<file path="config.mk">
export PLATFORM = sky130hd
export DESIGN_NAME = sipo_rx
export DESIGN_NICKNAME = d
export VERILOG_FILES = /design/src/rtl/sipo_rx.sv
export SDC_FILE = /design/constraint.sdc
export NUM_CORES = 1
export LEC_CHECK = 0
export ABC_AREA = 1
export BUFFER_PORTS_ARGS = -buffer_cell sky130_fd_sc_hd__buf_2
export CAP_MARGIN = 20
export CORE_AREA = 2 2 39 41
export DETAILED_ROUTE_END_ITERATION = 6
export DIE_AREA = 0 0 41 43
export HOLD_SLACK_MARGIN = 0.08
export PLACE_DENSITY = 0.57
export SLEW_MARGIN = 20
export SYNTH_ARGS = -nofsm -noshare
export SYNTH_HDL_FRONTEND = slang
export SYNTH_SLANG_ARGS = --single-unit
</file>
<file path="constraint.sdc">
create_clock -name clk -period 2.4 [get_ports clk]
set_input_delay 0.48 -clock clk [delete_from_list [all_inputs] [get_ports clk]]
set_output_delay 0.48 -clock clk [all_outputs]
set_load 0.005 [all_outputs]
</file>
<file path="src/rtl/sipo_rx.sv">
// Serial-in/parallel-out receiver with a one-word output holding register and overrun/parity flags.
// Optional feature: define SIPO_PARITY_EN to receive an extra even-parity bit per word.
module sipo_rx #(
    parameter int WIDTH     = 4,
    parameter bit MSB_FIRST = 1'b1
) (
    input  logic             clk,
    input  logic             rst,
    input  logic             sin,
    input  logic             sin_valid,
    input  logic             clr,
    output logic [WIDTH-1:0] pout,
    output logic             pout_valid,
    input  logic             pout_ready,
    output logic             busy,
    output logic             overrun,
    output logic             parity_err
);

`ifdef SIPO_PARITY_EN
    localparam int NBITS = WIDTH + 1;
`else
    localparam int NBITS = WIDTH;
`endif
    localparam int CNT_W = $clog2(NBITS);
    localparam logic [CNT_W-1:0] LAST = CNT_W'(NBITS - 1);

    logic [CNT_W-1:0] cnt_q, cnt_d;
    logic [WIDTH-1:0] shift_q, shift_d;
    logic [WIDTH-1:0] pout_q, pout_d;
    logic             pout_valid_q, pout_valid_d;
    logic             overrun_q, overrun_d;
`ifdef SIPO_PARITY_EN
    logic             par_q, par_d;
    logic             perr_q, perr_d;
`endif

    function automatic logic [WIDTH-1:0] shift_in(input logic [WIDTH-1:0] cur, input logic b);
        if (MSB_FIRST)
            return {cur[WIDTH-2:0], b};
        else
            return {b, cur[WIDTH-1:1]};
    endfunction

    always_comb begin
        cnt_d        = cnt_q;
        shift_d      = shift_q;
        pout_d       = pout_q;
        pout_valid_d = pout_valid_q;
        overrun_d    = overrun_q;
`ifdef SIPO_PARITY_EN
        par_d        = par_q;
        perr_d       = perr_q;
`endif
        if (pout_valid_q && pout_ready)
            pout_valid_d = 1'b0;

        if (clr) begin
            // Abort drops any bit offered on this edge; the output word is left alone.
            cnt_d     = '0;
            shift_d   = '0;
            overrun_d = 1'b0;
`ifdef SIPO_PARITY_EN
            par_d     = 1'b0;
`endif
        end else if (sin_valid) begin
            if (cnt_q == LAST) begin
                cnt_d        = '0;
                shift_d      = '0;
                pout_valid_d = 1'b1;
                if (pout_valid_q && !pout_ready)
                    overrun_d = 1'b1;
`ifdef SIPO_PARITY_EN
                // Final bit is the parity bit; data is already fully assembled.
                pout_d = shift_q;
                perr_d = par_q ^ sin;
                par_d  = 1'b0;
`else
                pout_d = shift_in(shift_q, sin);
`endif
            end else begin
                cnt_d   = cnt_q + CNT_W'(1);
                shift_d = shift_in(shift_q, sin);
`ifdef SIPO_PARITY_EN
                par_d   = par_q ^ sin;
`endif
            end
        end
    end

    always_ff @(posedge clk) begin
        if (rst) begin
            cnt_q        <= '0;
            shift_q      <= '0;
            pout_q       <= '0;
            pout_valid_q <= 1'b0;
            overrun_q    <= 1'b0;
`ifdef SIPO_PARITY_EN
            par_q        <= 1'b0;
            perr_q       <= 1'b0;
`endif
        end else begin
            cnt_q        <= cnt_d;
            shift_q      <= shift_d;
            pout_q       <= pout_d;
            pout_valid_q <= pout_valid_d;
            overrun_q    <= overrun_d;
`ifdef SIPO_PARITY_EN
            par_q        <= par_d;
            perr_q       <= perr_d;
`endif
        end
    end

    assign pout       = pout_q;
    assign pout_valid = pout_valid_q;
    assign busy       = (cnt_q != '0);
    assign overrun    = overrun_q;
`ifdef SIPO_PARITY_EN
    assign parity_err = perr_q;
`else
    assign parity_err = 1'b0;
`endif

endmodule

</file>
==> report_table.html <==
<table>
<tr><th>Metric</th><th>Value</th></tr>
<tr><th colspan="2">Power and ir drop</th></tr>
<tr><td>Static leakage</td><td>0.3220 nW</td></tr>
<tr><td>Peak supply drop</td><td>0.1785 mV</td></tr>
<tr><td>Pwr Density</td><td>a little under 600 nW/µm²</td></tr>
<tr><th colspan="2">Drt</th></tr>
<tr><td>Routed vias</td><td>414</td></tr>
<tr><td>Number of iterations in the first detailed-routing pass</td><td>4</td></tr>
<tr><td>Detailed Route Iter0 Violations</td><td>4</td></tr>
<tr><td>Wire length the detailed router placed on met1</td><td>approximately 440 µm</td></tr>
<tr><td>Average detailed-routed wire length per instance</td><td>about 8.4 µm</td></tr>
<tr><td>Length of routed met2 wiring</td><td>333 µm</td></tr>
<tr><td>Max Used Layer</td><td>met4</td></tr>
<tr><td>DR DRC count</td><td>0</td></tr>
<tr><td>Per-cell via count in the routed design</td><td>roughly 4.2</td></tr>
<tr><td>Final routed wirelength across all metal layers</td><td>822 µm</td></tr>
<tr><td>Wire length on met3</td><td>roughly 34 µm</td></tr>
<tr><td>Residual antenna-violating net count after detailed routing</td><td>0</td></tr>
<tr><th colspan="2">Yosys</th></tr>
<tr><td>Proportion of synthesized flip-flops having asynchronous set or reset</td><td>0</td></tr>
<tr><td>Share of the synthesized area in the top cell type</td><td>0.4560</td></tr>
<tr><td>Number of synthesized flops with an enable pin</td><td>0</td></tr>
<tr><td>Share of the yosys chip area belonging to registers</td><td>0.4560</td></tr>
<tr><td>Post-synthesis average cell area</td><td>approximately 7 µm²</td></tr>
<tr><td>Synthesis Warnings</td><td>0</td></tr>
<tr><td>Leading register cell type out of synthesis</td><td>sky130_fd_sc_hd__dfxtp_1</td></tr>
<tr><td>Cell type with the largest total area after synthesis</td><td>sky130_fd_sc_hd__dfxtp_1</td></tr>
<tr><td>Post-synth cell types</td><td>11</td></tr>
<tr><td>Number of synthesized register bits</td><td>11</td></tr>
<tr><td>Most repeated cell in the gate-level netlist after synthesis</td><td>sky130_fd_sc_hd__nor2_1</td></tr>
<tr><td>Most area-consuming cells after synthesis</td><td>sky130_fd_sc_hd__dfxtp_1 46%, sky130_fd_sc_hd__nor2_1 12%, sky130_fd_sc_hd__inv_1 11%</td></tr>
<tr><td>Commonest cells in the netlist</td><td>15 x sky130_fd_sc_hd__nor2_1, 14 x sky130_fd_sc_hd__inv_1, 11 x sky130_fd_sc_hd__dfxtp_1</td></tr>
<tr><td>Number of nets produced by synthesis</td><td>76</td></tr>
<tr><td>Post-Syn Area</td><td>483.0 µm²</td></tr>
<tr><td>Gate count of the mapped netlist</td><td>67</td></tr>
<tr><th colspan="2">Setup path</th></tr>
<tr><td>Delay-heaviest family, CP</td><td>flip-flops</td></tr>
<tr><td>Critical path endpoint category</td><td>output port</td></tr>
<tr><td>Arrival time reported for the critical path endpoint</td><td>roughly 1000 ps</td></tr>
<tr><td>Element type at the critical path start</td><td>flop</td></tr>
<tr><td>Reg2Reg Setup Slack</td><td>between 1000 and 1500 ps</td></tr>
<tr><td>Max stage delay cell, worst path</td><td>sky130_fd_sc_hd__dfxtp_1</td></tr>
<tr><td>Sequence of cells on the critical path</td><td>inv_1 &gt; ha_1 &gt; inv_1 &gt; buf_2</td></tr>
<tr><td>Data required, critical path</td><td>between 1500 and 2000 ps</td></tr>
<tr><td>Crit Path Category</td><td>reg -&gt; out</td></tr>
<tr><td>Count of buffer and inverter cells on the critical path</td><td>3</td></tr>
<tr><td>CP Max Fanout</td><td>4</td></tr>
<tr><td>Slowest cell delay on critical path</td><td>around 380 ps</td></tr>
<tr><td>Cell type with the highest occurrence count on the critical path</td><td>sky130_fd_sc_hd__inv_1</td></tr>
<tr><th colspan="2">Global routing</th></tr>
<tr><td>First-pass GRT wire length</td><td>~1.4 mm</td></tr>
<tr><td>Largest net degree at the start of global routing</td><td>10</td></tr>
<tr><td>Number of global-route vias before repair</td><td>between 300 and 400</td></tr>
<tr><td>Global-route total usage across every layer</td><td>0.1147</td></tr>
<tr><td>Antenna violations before repair</td><td>0</td></tr>
<tr><td>Congestion Overflow GR</td><td>0</td></tr>
<tr><th colspan="2">STA</th></tr>
<tr><td>Setup repair after global routing missed its margin</td><td>no</td></tr>
<tr><td>Final setup margin</td><td>slightly below 900 ps</td></tr>
<tr><td>Fmax</td><td>0.6588 GHz</td></tr>
<tr><td>Number of hold violations in the final report</td><td>0</td></tr>
<tr><td>Max-slew violations</td><td>0</td></tr>
<tr><td>Crit path time final</td><td>between 1500 and 2000 ps</td></tr>
<tr><td>Ratio of final minimum period to clock period</td><td>0.6324</td></tr>
<tr><td>Setup-failing EPs final</td><td>0</td></tr>
<tr><td>Setup skew after layout</td><td>between 2 and 3 ps</td></tr>
<tr><td>Post-route setup TNS</td><td>0 ps</td></tr>
<tr><th colspan="2">Floorplanning</th></tr>
<tr><td>Core area</td><td>between 1000 and 1500 µm²</td></tr>
<tr><td>Number of primary I/O pins</td><td>14</td></tr>
<tr><td>Number of cell rows</td><td>14</td></tr>
<tr><td>Die Height</td><td>43 µm</td></tr>
<tr><td>Die X-Extent</td><td>41 µm</td></tr>
<tr><td>DIE AREA</td><td>1763 µm²</td></tr>
<tr><td>Starting density of the core</td><td>0.3490</td></tr>
<tr><th colspan="2">CTS</th></tr>
<tr><td>Clock tree from TritonCTS</td><td>done</td></tr>
<tr><td>Number of buffers added by the clock tree synthesis step</td><td>3</td></tr>
<tr><td>Clock tree root buffer cell</td><td>sky130_fd_sc_hd__clkbuf_4</td></tr>
<tr><td>Post-cts repair resize count</td><td>0</td></tr>
<tr><td>Clock-pin slew on the worst setup and hold paths</td><td>about 70 ps</td></tr>
<tr><td>Clock latency of the later-clocked register in the worst-skew pair</td><td>about 270 ps</td></tr>
<tr><td>Number of setup buffers added after CTS</td><td>0</td></tr>
<tr><td>H-tree depth reported by CTS</td><td>1</td></tr>
<tr><td>Number of sinks handled by clock tree synthesis</td><td>11</td></tr>
<tr><td>Post-cts hold buffer count</td><td>0</td></tr>
<tr><td>CTS max path bufs</td><td>2</td></tr>
<tr><th colspan="2">Place</th></tr>
<tr><td>Number of port buffers</td><td>12</td></tr>
<tr><td>Dpl hpwl</td><td>between 600 and 700 µm</td></tr>
<tr><td>Pre-CTS setup slack</td><td>1174 ps</td></tr>
<tr><td>Final Wtd Congestion</td><td>roughly 0.73</td></tr>
<tr><th colspan="2">Final layout</th></tr>
<tr><td>Layout overhead on the synthesized area</td><td>20.47%</td></tr>
<tr><td>Ratio of cells with drive above 1 in the final layout</td><td>0.1951</td></tr>
<tr><td>Number of antenna repair diodes</td><td>0</td></tr>
<tr><td>Number of nets in the layout</td><td>92</td></tr>
<tr><th colspan="2">Run</th></tr>
<tr><td>Number of max-cap violations</td><td>0</td></tr>
<tr><th colspan="2">Hold path</th></tr>
<tr><td>Worst hold path class</td><td>in -&gt; reg</td></tr>
<tr><th colspan="2">Outcome</th></tr>
<tr><td>Result of the run</td><td>finished, final reports clean</td></tr>
</table>
-- worst paths after layout --
path	end	start	cells after the start
setup / recovery	busy	cnt_q[0]$_SDFFE_PP0P_	4
hold / removal	pout_valid$_SDFF_PP0_	rst	2
setup reg to reg	cnt_q[1]$_SDFFE_PP0P_	cnt_q[0]$_SDFFE_PP0P_	4
hold reg to reg	overrun$_SDFFE_PP0P_	overrun$_SDFFE_PP0P_	2
-- power breakdown --
part	switching, mW	leakage, nW	internal [mW]
Sequential	0.00254	0.0892	0.186
Combinational	0.0139	0.218	0.00887
Clock	0.0630	0.0150	0.0643
-- logic make-up (layout without fill, tap and decap cells) --
| kind of cell | Yosys count | in the layout | share of synthesized area |
|---|---|---|---|
| flops | 11 | 11 | 0.4560 |
| buf+inv | 15 | 30 | 0.1244 |
| compound gates | 11 | 11 | 0.1140 |
| simple gates | 26 | 26 | 0.2202 |
| fa+ha+maj | 3 | 3 | 0.07773 |
| other cells | 1 | 1 | 0.007765 |
-- placed cells by master (no fill, tap or decap), drive strengths merged --
master,synthesis,routed
nor2,15,15
inv,14,14
buf,1,12
dfxtp,11,11
nand2,9,9
a21oi,6,6
o21ai,5,5
clkbuf,0,4
ha,3,3
nand4,1,1
nand3,1,1
conb,1,1
-- through the flow --
step	cell area (µm²)	total power, mW	hold WS (ps)	instances	utilization
after floorplan	483.0	0.2064	441.6	67	-
after global placement	555.5	0.2155	429.1	94	0.4014
after detailed placement	555.5	0.2156	435.1	94	0.4014
after CTS	581.8	0.3419	388.6	98	0.4204
after global routing	581.8	0.3534	402.3	98	0.4204
final	581.8	0.3386	389.4	98	0.4204
-- state kept, by name, indices dropped and copies added (netlist names) --
register and cells:
cnt_q 2, pout 4, shift_q 3, pout_valid 1
overrun 1
-- metal layers --
layer,vias to the layer above,track usage
met4,0,0.08000
met5,-,0
li1,229,-
met1,172,0.1650
met3,2,0.01571
met2,11,0.1500
-- final cells by class --
| cell class | count | area, µm² |
|---|---|---|
| Sequential cell | 11 | 220.2 |
| Fill cell | 167 | 802.0 |
| Tap cell | 16 | 20.02 |
| Multi-Input combinational cell | 41 | 202.7 |
| Timing Repair Buffer | 12 | 60.06 |
| Inverter | 14 | 52.55 |
| Clock buffer | 4 | 26.28 |
(Power assumes the default switching activity.)
